==> src/rtl/riscv_l2_port_arbiter.sv <==
// Round-robin arbiter sharing one L2 request port between NUM_REQ L1 requesters.
// Latency: strobe one cycle after request, response one cycle after l2_ready, 3 cycles minimum.
// Backpressure: one transaction in flight; others hold their level requests until their rsp_ready pulse.
module riscv_l2_port_arbiter #(
    parameter int NUM_REQ = 2,
    parameter int TIMEOUT = 255,
    parameter int CNT_W   = 8
) (
    input  logic                       clk,
    input  logic                       rst,
    input  logic [NUM_REQ-1:0]         req_read,
    input  logic [NUM_REQ-1:0]         req_write,
    input  logic [NUM_REQ*32-1:0]      req_addr,
    input  logic [NUM_REQ*32-1:0]      req_wdata,
    output logic [NUM_REQ-1:0]         rsp_ready,
    output logic                       rsp_err,
    output logic [31:0]                rsp_rdata,
    output logic [$clog2(NUM_REQ)-1:0] grant_id,
    output logic                       busy,
    output logic [31:0]                l2_addr,
    output logic [31:0]                l2_wdata,
    output logic                       l2_read,
    output logic                       l2_write,
    input  logic [31:0]                l2_rdata,
    input  logic                       l2_ready
);

    localparam int ID_W = $clog2(NUM_REQ);

    localparam logic [1:0] ST_IDLE = 2'd0;
    localparam logic [1:0] ST_BUSY = 2'd1;
    localparam logic [1:0] ST_DONE = 2'd2;

    logic [1:0]         state;
    logic [ID_W-1:0]    rr_ptr;
    logic [CNT_W-1:0]   wdog;

    logic [NUM_REQ-1:0] active;
    logic [NUM_REQ-1:0] rot;
    logic               win_vld;
    logic [ID_W:0]      win_sum;
    logic [ID_W-1:0]    win_id;
    logic [31:0]        win_addr;
    logic [31:0]        win_wdata;
    logic               win_rd;
    logic               win_wr;
    logic [ID_W-1:0]    rr_next;
    logic               wdog_exp;

    assign active = req_read | req_write;

    // Rotating the request vector by rr_ptr turns the round-robin search into a lowest-bit search.
    assign rot = NUM_REQ'({active, active} >> rr_ptr);

    always_comb begin
        win_vld = 1'b0;
        win_sum = '0;
        for (int k = NUM_REQ - 1; k >= 0; k--) begin
            if (rot[k]) begin
                win_vld = 1'b1;
                win_sum = {1'b0, rr_ptr} + (ID_W + 1)'(k);
            end
        end
        if (win_sum >= (ID_W + 1)'(NUM_REQ)) begin
            win_sum = win_sum - (ID_W + 1)'(NUM_REQ);
        end
        win_id = win_sum[ID_W-1:0];
    end

    always_comb begin
        win_addr  = '0;
        win_wdata = '0;
        win_rd    = 1'b0;
        win_wr    = 1'b0;
        for (int i = 0; i < NUM_REQ; i++) begin
            if (win_id == ID_W'(i)) begin
                win_addr  = req_addr[i*32 +: 32];
                win_wdata = req_wdata[i*32 +: 32];
                win_rd    = req_read[i];
                win_wr    = req_write[i];
            end
        end
    end

    assign rr_next  = (grant_id == ID_W'(NUM_REQ - 1)) ? '0 : grant_id + ID_W'(1);
    assign wdog_exp = (TIMEOUT != 0) && (wdog == CNT_W'(TIMEOUT - 1));
    assign busy     = (state != ST_IDLE);

    always_ff @(posedge clk or posedge rst) begin
        if (rst) begin
            state     <= ST_IDLE;
            rr_ptr    <= '0;
            wdog      <= '0;
            grant_id  <= '0;
            l2_addr   <= '0;
            l2_wdata  <= '0;
            l2_read   <= 1'b0;
            l2_write  <= 1'b0;
            rsp_ready <= '0;
            rsp_err   <= 1'b0;
            rsp_rdata <= '0;
        end else begin
            case (state)
                ST_IDLE: begin
                    if (win_vld) begin
                        l2_addr  <= win_addr;
                        l2_wdata <= win_wdata;
                        grant_id <= win_id;
                        // A requester raising both strobes is treated as a write.
                        l2_write <= win_wr;
                        l2_read  <= win_rd & ~win_wr;
                        state    <= ST_BUSY;
                    end
                end
                ST_BUSY: begin
                    wdog <= wdog + CNT_W'(1);
                    if (l2_ready || wdog_exp) begin
                        rsp_ready <= NUM_REQ'(1) << grant_id;
                        rsp_err   <= ~l2_ready;
                        rsp_rdata <= (l2_ready && !l2_write) ? l2_rdata : '0;
                        l2_read   <= 1'b0;
                        l2_write  <= 1'b0;
                        rr_ptr    <= rr_next;
                        state     <= ST_DONE;
                    end
                end
                ST_DONE: begin
                    rsp_ready <= '0;
                    rsp_err   <= 1'b0;
                    rsp_rdata <= '0;
                    wdog      <= '0;
                    state     <= ST_IDLE;
                end
                default: begin
                    state <= ST_IDLE;
                end
            endcase
        end
    end

endmodule

==> config.mk <==
export PLATFORM = sky130hd
export DESIGN_NAME = riscv_l2_port_arbiter
export DESIGN_NICKNAME = d
export VERILOG_FILES = /design/src/rtl/riscv_l2_port_arbiter.sv
export SDC_FILE = /design/constraint.sdc
export NUM_CORES = 1
export LEC_CHECK = 0
export BUFFER_PORTS_ARGS = -buffer_cell sky130_fd_sc_hd__buf_2
export CAP_MARGIN = 20
export CORE_MARGIN = 4
export CORE_UTILIZATION = 49
export DETAILED_ROUTE_END_ITERATION = 12
export GPL_ROUTABILITY_DRIVEN = 0
export PLACE_DENSITY = 0.95
export RECOVER_POWER = 50
export REMOVE_ABC_BUFFERS = 1
export SYNTH_ARGS = -nofsm -noshare
export SYNTH_HDL_FRONTEND = slang
export SYNTH_SLANG_ARGS = --single-unit
==> constraint.sdc <==
create_clock -name clk -period 8.97 [get_ports clk]
set_input_delay 1.794 -clock clk [delete_from_list [all_inputs] [get_ports clk]]
set_output_delay 1.794 -clock clk [all_outputs]
set_load 0.02 [all_outputs]
* Word-level counts from Yosys, hierarchy flattened
Cells that the tools add are included.
W data, S select, Z words.
** Word-level totals
- Register bits after elaboration :: 113
- Bits in latches :: 0
- RAM bits :: 0
- Memory bits (read-only) :: 0
- Output and inout bits :: 103
- Memories :: 0
** Cells by class
- Add/subtract/negate cells :: 4
- $mul :: 0
- Divide/modulo/power cells :: 0
- $lt $le $gt $ge :: 1
- Equality and inequality tests :: 5
- Shifts and indexed selects :: 2
- Muxes and demuxes :: 26
- Bitwise operators :: 4
- Reduce and logical (&&, ||, !) cells :: 12
** Operators by type and width (count)
- $mux W32 :: 4
- $pmux W32 S2 :: 1
- $pmux W8 S2 :: 1
- $mux W1 :: 10
- $mux W2 :: 5
- $add A8 B1 Y8 const B :: 1
- $eq A8 B8 Y1 const B :: 1
- $pmux W2 S2 :: 2
- $reduce_and A2 Y1 :: 4
- $pmux W1 S2 :: 3
- $reduce_bool A2 Y1 :: 3
- $ne A2 B2 Y1 const B :: 2
- $shr A4 B1 Y2 :: 1
- $reduce_and A3 Y1 :: 1
- $add A1 B1 Y2 const B :: 1
- $eq A2 B1 Y1 const B :: 1
- $eq A2 B2 Y1 const B :: 1
- $ge A2 B2 Y1 const B :: 1
- $logic_not A2 Y1 :: 1
- $not A1 Y1 :: 2
- $or A2 B2 Y2 :: 1
- $shl A1 B1 Y2 const A :: 1
- $add A1 B1 Y1 const B :: 1
- $and A1 B1 Y1 :: 1
- other kinds (4) :: 4

* Logic depth before layout (Yosys ltp)
Gate-level depths: netlist (run 1).
- Word-level depth :: 11
- Depth in mapped cells :: 8
- Mapped depth without buffers :: 6

* Worst setup path after synthesis (run 1)
No wires, ideal clock.
- Path kind :: in2reg
- From :: input req_read[1]
- To :: register l2_wdata[0]
- Arrival :: 2.881 ns
- Data required time :: 8.896 ns
- Setup slack :: 6.015 ns
- Stages on the path :: 7
- Path buffers :: 3
- Cell sequence :: or4_4 > nand2_2 > buf_6 > buf_8 > buf_12 > nand2_2 > o21ai_2
** Between the ends
- Longest elaborated chain between the ends :: 7
- Elaborated cells between the ends (all ways) :: 11
** Ends and longest elaborated chain
- start, declared :: RTL line 11 : input logic [NUM_REQ-1:0] req_read,
- $or A2 B2 Y2 * :: RTL line 50 : assign active = req_read | req_write;
- $shr A4 B1 Y2 * :: RTL line 53 : assign rot = NUM_REQ'({active, active} >> rr_ptr);
- $mux W2 (2 in a row) :: RTL line 59 : if (rot[k]) begin
- $ge A2 B2 Y1 / $sub A1 B1 Y1 (equally long branches) :: RTL line 64, 65
- $mux W1 :: RTL line 64 : if (win_sum >= (ID_W + 1)'(NUM_REQ)) begin
- $mux W32 :: RTL line 76 : if (win_id == ID_W'(i)) begin
- end signal, assigned :: RTL line 107 : l2_wdata <= win_wdata;
- end, declared :: RTL line 21 : output logic [31:0] l2_wdata,
Every way passes the cells marked *; elsewhere a longest branch is shown, timed or not.
A chain may end at the register's enable or synchronous reset.

* Worst setup path after layout (run 1)
- From :: input l2_ready
- To :: register rsp_rdata[25]
** Between the ends
- Longest elaborated chain between the ends :: 4
- Elaborated cells between the ends (all ways) :: 7
** Ends and longest elaborated chain
- start, declared :: RTL line 25 : input logic l2_ready
- $logic_and A1 B1 Y1 :: RTL line 120 : rsp_rdata <= (l2_ready && !l2_write) ? l2_rdata : '0;
- $mux W32 :: RTL line 120
- $mux W32 :: RTL line 117 : if (l2_ready || wdog_exp) begin
- $pmux W32 S2 :: RTL line 103 : case (state)
- end signal, assigned :: RTL line 120
- end, declared :: RTL line 17 : output logic [31:0] rsp_rdata,
Parallel ways exist; a longest one is shown, timed or not. The select of a mux whose other input is x is not followed.

==> metrics, run 1 <==
final wirelength=14000 um; slew margin rel.=-31.8%; Initial Utilization=50.7%; PostCTS Resize Cnt=0; main combinational cell family by area after synthesis=multiplexers; Chip Height=112 um; overall power=2.72 mW; fin util=68.9%; Storage cell area=0.00283 mm2; failing checks=max-capacitance violations, max-slew violations; # placed instances=862; std cell rows=37; Post-Syn Area=0.00526 mm2; EDFF count, synth=0; crit start category=input pin; RSZ-0062 raised after global routing=false; synth top area cells=dfrtp_1, mux2i_1, o21ai_0; first-pass GRT wire length=22700 um; nets@finish=919; setup bufs post-CTS=0; # port buffers=269; die area=0.0124 mm2; post-synthesis sequential area ratio=53.8%; crit path capture type=register; pwr/cell area=381 mW/mm2; peak supply drop=179 uV; clock latency at the later pin of the worst-skew pair=0.49 ns; clock sinks=113; vias in the first global route=4634; total gr overflow=0; TritonCTS buffer count=17; clk_skew=0.00630 ns; Avg Inst Size Synth=10.9 um2; final hold vios=0; die width=112 um; total track usage=22.6%; Worst Path Max Fanout=24; CP dominant cell by count=clkbuf_1; WL per Instance=15.7 um; drt initial violations=211; Area growth, synth to finish=35.9%; synthesized flop and latch total=113; Pins Over Slew Limit=59; IO Pins=270; post-route insts no fill=894; CP max stage cell=clkbuf_1; mux contribution to synthesized area=15.6%; XOR/XNOR Fraction of Synth Area=0.333%; footprint of the multi-input gates=0.00214 mm2; most area-hungry cell type in the Yosys netlist=dfrtp_1; layout cell share with drive strength beyond 1=37.9%; post-route minimum period=3.83 ns; largest net degree at the start of global routing=84; Max Cap Viol=2; Least-Margin Pin Slew=1.96 ns; initial antenna violation count=0; HP Class=register to register; status=finished with violations; H-tree depth=4; Antenna diodes=0; top cell type's share of synthesized area=53.8%; dpl hpwl=10400 um; drt drc=0; commonest non-fill, non-tap cell in the layout=buf_2; most frequent cells in the layout=buf_2, dfrtp_1, mux2i_1, nand2_1, o21ai_0; Final setup viols=0; post-DR vias/cell=5.08; Compound-Gate Fraction of Synth Area=13.5%; Worst Setup Path Type=input pin to register; Worst-path clk slew=0.06 ns; Ys Warns=0; P_leak=3.76 nW; DRT antenna net count=0; Clock Path Buffers=2; Worst path max stage delay=1.03 ns; Synth async-reset ratio=100%; hold_ws=0.474 ns; WP buf/inv=2; CP top delay family=compound AO/OA/AOI/OAI gates; Filler Cells Inserted=820; CTS tree=built; core region area=0.0104 mm2; drt pass-1 iters=6; Post-Synthesis Cells=482; CTS Hold Bufs=0; Main synth FF type=dfrtp_1; setup TNS=0 ns; Yosys cell types=39; root buffer cell=clkbuf_8; total number of vias=4538; Synth Area in Adders=1.43%; Tcrit/Tclk final=42.7%; worst path required time=9.39 ns; Synth Area in Simple Gates=9.67%; Fmax=261 MHz; critical path cell sequence=clkbuf_1, nor2b_1, o21ai_2, o21ai_0, clkbuf_1, a22o_1; Arr. time, crit path=4.25 ns
## kinds of logic (layout without fill, tap and decap cells)
group | after synthesis | in the layout
muxes | 82 | 82
AOI/OAI and AO/OA | 112 | 112
DFF | 113 | 113
and+or+nand+nor | 112 | 112
xor gates and xnor gates | 2 | 2
adders and majority gates | 6 | 6
buffers and inverters | 55 | 331
## worst min-delay path: stages (launching register included)
cell	delay, ns
dfrtp_1	0.35
nand2_2	0.05
o21ai_2	0.04
## cells in the mapped netlist (all sizes together), types with 2 or more instances
library cell,count
mux2i,82
nand3,4
dfrtp,113
o21ai,72
inv,26
xor2,2
clkbuf,7
a22o,17
nand4,2
nand2,89
and3,4
nand2b,3
nor3b,2
nor2,2
ha,6
a21oi,8
o31ai,3
buf,22
o2bb2ai,4
a31oi,3
## stage by stage
stage	instance area (um2)	setup slack, ns
after floorplan	5060	1.89
after global placement	6630	5.02
after detailed placement	6630	4.94
after CTS	7210	5.48
after global routing	7140	4.86
final	7140	5.14
## worst paths after layout
kind	cells past startpoint	slack [ns]	start	to
max in group asynchronous	3	5.60	rst	wdog[1]$_DFFE_PP0P_
worst min register to register	2	0.47	l2_wdata[9]$_DFFE_PP0P_	l2_wdata[9]$_DFFE_PP0P_
worst max-delay path	6	5.14	l2_ready	rsp_rdata[25]$_DFFE_PP0P_
worst min-delay path	2	0.47	l2_wdata[9]$_DFFE_PP0P_	l2_wdata[9]$_DFFE_PP0P_
min in group asynchronous	2	1.77	rst	rsp_rdata[20]$_DFFE_PP0P_
worst max register to register	5	5.19	state[0]$_DFFE_PP0P_	rsp_rdata[25]$_DFFE_PP0P_
## per-layer routing
metal,global-route usage (%),wire (um),share of wire [%]
met3,6.36,1030,7.3
met1,26.7,5510,39
met2,39.3,7230,52
met5,0,0,0
met4,8.60,261,1.9
## sequential cells by signal, indices dropped and copies added (netlist names)
register,flops
wdog,8
l2_wdata,32
grant_id,1
rsp_err,1
l2_read,1
state,2
rr_ptr,1
rsp_rdata,32
rsp_ready,2
l2_addr,32
l2_write,1
## where the power goes
group          internal (mW)  switching, mW
Sequential             0.740          0.138
Combinational          0.414          0.775
Clock                  0.426          0.228
## layout make-up
class	instances	share of cell area (%)
Clock buffer	20	6.10
Clock inverter	11	1.94
Inverter	26	1.38
Multi-Input combinational cell	314	30.0
Sequential cell	113	39.6
Tap cell	136	2.38
Timing Repair Buffer	274	18.6
Power figures use the tool's default switching activity.
==> run 2, diff against run 1 <==
--- a/config.mk
+++ b/config.mk
@@ -8,10 +8,10 @@
 export BUFFER_PORTS_ARGS = -buffer_cell sky130_fd_sc_hd__buf_2
 export CAP_MARGIN = 20
 export CORE_MARGIN = 4
-export CORE_UTILIZATION = 49
+export CORE_UTILIZATION = 41
 export DETAILED_ROUTE_END_ITERATION = 12
 export GPL_ROUTABILITY_DRIVEN = 0
-export PLACE_DENSITY = 0.95
+export PLACE_DENSITY = 0.86
 export RECOVER_POWER = 50
 export REMOVE_ABC_BUFFERS = 1
 export SYNTH_ARGS = -nofsm -noshare
==> constraint.sdc (replaced) <==
create_clock -name clk -period 3.1 [get_ports clk]
set_input_delay 0.62 -clock clk [delete_from_list [all_inputs] [get_ports clk]]
set_output_delay 0.62 -clock clk [all_outputs]
set_load 0.02 [all_outputs]
==> run 2 against run 1 <==
The flow now finishes without violations. Sequential power grew to 2.9 times the previous value. First-iteration DRC count is the same. Non-clock buffer count grew 11. Clock power grew to 3.2 times the previous value. Register-to-register slack lost 4.4 ns. Worst setup slack lost 4.3 ns. Global-route usage shrank 3.6 points. Via count shrank 1.2%. Combinational power grew to 3.0 times the previous value. Sequential share of layout area shrank 1.4 points. Hold slack lost 0.057 ns. Clock skew is essentially flat. Critical path type is now register to register. Critical endpoint is now rsp_rdata[27]$_DFFE_PP0P_.
==> metrics, run 2 (synthesis results as in run 1) <==
std cell rows=41 (was 37); fin util=58.9% (was 68.9%); Final WS setup=0.832 ns (was 5.14 ns); dpl hpwl=10300 um (was 10400 um); Max Cap Viol=0 (was 2); IO Pins=270 (unchanged); TritonCTS buffer count=17 (unchanged); Fmax=441 MHz; slew margin rel.=5.07% (was -31.8%); placed inst area=0.00683 mm2 (was 0.00663 mm2); worst r2r path cells=7 (was 5); first-pass GRT wire length=21800 um (was 22700 um); commonest non-fill, non-tap cell in the layout=buf_2 (unchanged); CTS tree=built (unchanged); Routed met2 length=6800 um (was 7230 um); final hold vios=0 (unchanged); crit start category=register (was input pin); Worst Setup Path Type=register to register (was input pin to register); RSZ-0062 raised after global routing=false (unchanged); most frequent cells in the layout=buf_2, dfrtp_1, mux2i_1, nand2_1, o21ai_0 (unchanged); # port buffers=269 (unchanged); hold_ws=0.417 ns (was 0.474 ns); worst hold path depth=2 (unchanged); reg2reg setup slack=0.83 ns (was 5.19 ns); die width=121 um (was 112 um); Switching Share=40.9% (was 41.9%); Least-Margin Pin Slew=1.42 ns (was 1.96 ns); initial antenna violation count=0 (unchanged); DRT antenna net count=0 (unchanged); pwr/cell area=1100 mW/mm2 (was 381 mW/mm2); Final setup viols=0 (unchanged); Worst Path Max Fanout=19 (was 24); setup bufs post-CTS=0 (unchanged); post-DR vias/cell=4.76 (was 5.08); biggest regs=l2_addr x32, l2_wdata x32, rsp_rdata x32 (unchanged); H-tree depth=4 (unchanged); drt pass-1 iters=4 (was 6); sequential share of power=31.1% (was 32.3%); clk_skew=0.00615 ns (was 0.00630 ns); setup TNS=0 ns (unchanged); top routing layer used=met4 (unchanged); total gr overflow=0 (unchanged); switching power=3.34 mW (was 1.14 mW); drt initial violations=211 (unchanged); root buffer cell=clkbuf_16 (was clkbuf_8); worst path required time=3.42 ns (was 9.39 ns); nets@finish=930 (was 919); FF-to-FF Start=state[1]$_DFFE_PP0P_ (was state[0]$_DFFE_PP0P_); Comb power frac=43.6% (was 43.7%); Filler Cells Inserted=1080 (was 820); Arr. time, crit path=2.59 ns (was 4.25 ns); P_leak=3.85 nW (was 3.76 nW); design area=0.00741 mm2 (was 0.00714 mm2); PostCTS Resize Cnt=0 (unchanged); final wirelength=13700 um (was 14000 um); # placed instances=910 (was 862); Worst-path clk slew=0.05 ns (was 0.06 ns); Worst Hold Launch=l2_ready (was l2_wdata[9]$_DFFE_PP0P_); Chip Height=121 um (was 112 um); reg-to-reg endpoint=rsp_rdata[27]$_DFFE_PP0P_ (was rsp_rdata[25]$_DFFE_PP0P_); WL per Instance=14.6 um (was 15.7 um); Initial Utilization=41.8% (was 50.7%); post-route minimum period=2.27 ns; clock power share=25.3% (was 24.0%); Area growth, synth to finish=41.0% (was 35.9%); Hold Path End=rsp_err$_DFFE_PP0P_ (was l2_wdata[9]$_DFFE_PP0P_); total track usage=19.0% (was 22.6%); HP Class=input pin to register (was register to register); vias in the first global route=4478 (was 4634); layout cell share with drive strength beyond 1=38.7% (was 37.9%); CTS Hold Bufs=0 (unchanged); peak supply drop=800 uV (was 179 uV); core region area=0.0126 mm2 (was 0.0104 mm2); post-route insts no fill=942 (was 894); clock latency at the later pin of the worst-skew pair=0.41 ns (was 0.49 ns); status=completed (was finished with violations); metal1 wirelength=5490 um (was 5510 um); drt drc=0 (unchanged); largest net degree at the start of global routing=69 (was 84); die area=0.0147 mm2 (was 0.0124 mm2); Antenna diodes=0 (unchanged); total internal power=4.83 mW (was 1.58 mW); Pins Over Slew Limit=0 (was 59); crit path capture type=register (unchanged); overall power=8.17 mW (was 2.72 mW); total number of vias=4483 (was 4538); routed wl met3=1150 um (was 1030 um); clock sinks=113 (unchanged); Post-Place Worst Slack=0.819 ns (was 4.94 ns); Tcrit/Tclk final=73.1%; Clock Path Buffers=2 (unchanged)
## run 2: cell types whose count changed in the layout (fill, tap and decap cells not counted), sizes merged
cell and delta:
buf +5, bufinv +1, clkinv +1, clkinvlp -1
inv +1, clkbuf +5
## run 2: worst max path at each step
stage / to / slack, ns / startpoint
floorplan: l2_wdata[0]$_DFFE_PP0P_ / -2.81 / req_write[0]
finish: rsp_rdata[27]$_DFFE_PP0P_ / 0.83 / state[1]$_DFFE_PP0P_
CTS: rsp_rdata[27]$_DFFE_PP0P_ / 0.83 / state[1]$_DFFE_PP0P_
global placement: l2_addr[25]$_DFFE_PP0P_ / 0.87 / req_read[1]
detailed placement: l2_wdata[24]$_DFFE_PP0P_ / 0.82 / req_read[1]
global route: rsp_rdata[27]$_DFFE_PP0P_ / 0.67 / state[1]$_DFFE_PP0P_
## run 2: worst max-delay path: stages (launching register included)
cell and delay [ns]:
dfrtp_1 0.38, inv_1 0.15, ha_1 0.40, nor2b_1 0.21
o21ai_2 0.13, o21ai_4 0.29, buf_4 0.37, mux2i_1 0.24
## run 2: layout make-up
| type | instances | area [um2] | share of cell area [%] |
|---|---|---|---|
| timing repair buffer | 285 | 1470 | 19.8 |
| sequential | 113 | 2830 | 38.2 |
| multi-input combinational | 314 | 2160 | 29.1 |
| clock buffer | 19 | 453 | 6.11 |
| inverter | 26 | 97.6 | 1.32 |
| tap | 172 | 215 | 2.91 |
| clock inverter | 13 | 185 | 2.50 |
## run 2: layer usage
layer	track usage (%)	up-vias
li1	-	2221
met1	22.6	2059
met2	31.6	176
met3	6.25	27
met4	7.84	0
met5	0	-
## run 2: power by group through the flow
stage          Sequential (mW)  Clock [mW]  Combinational [mW]
2_1_floorplan             3.24           0                1.71
3_3_place_gp              2.52           0                3.58
3_5_place_dp              2.53           0                3.69
4_1_cts                   2.53        2.11                3.69
5_1_grt                   2.62        2.19                3.90
6_report                  2.54        2.07                3.56
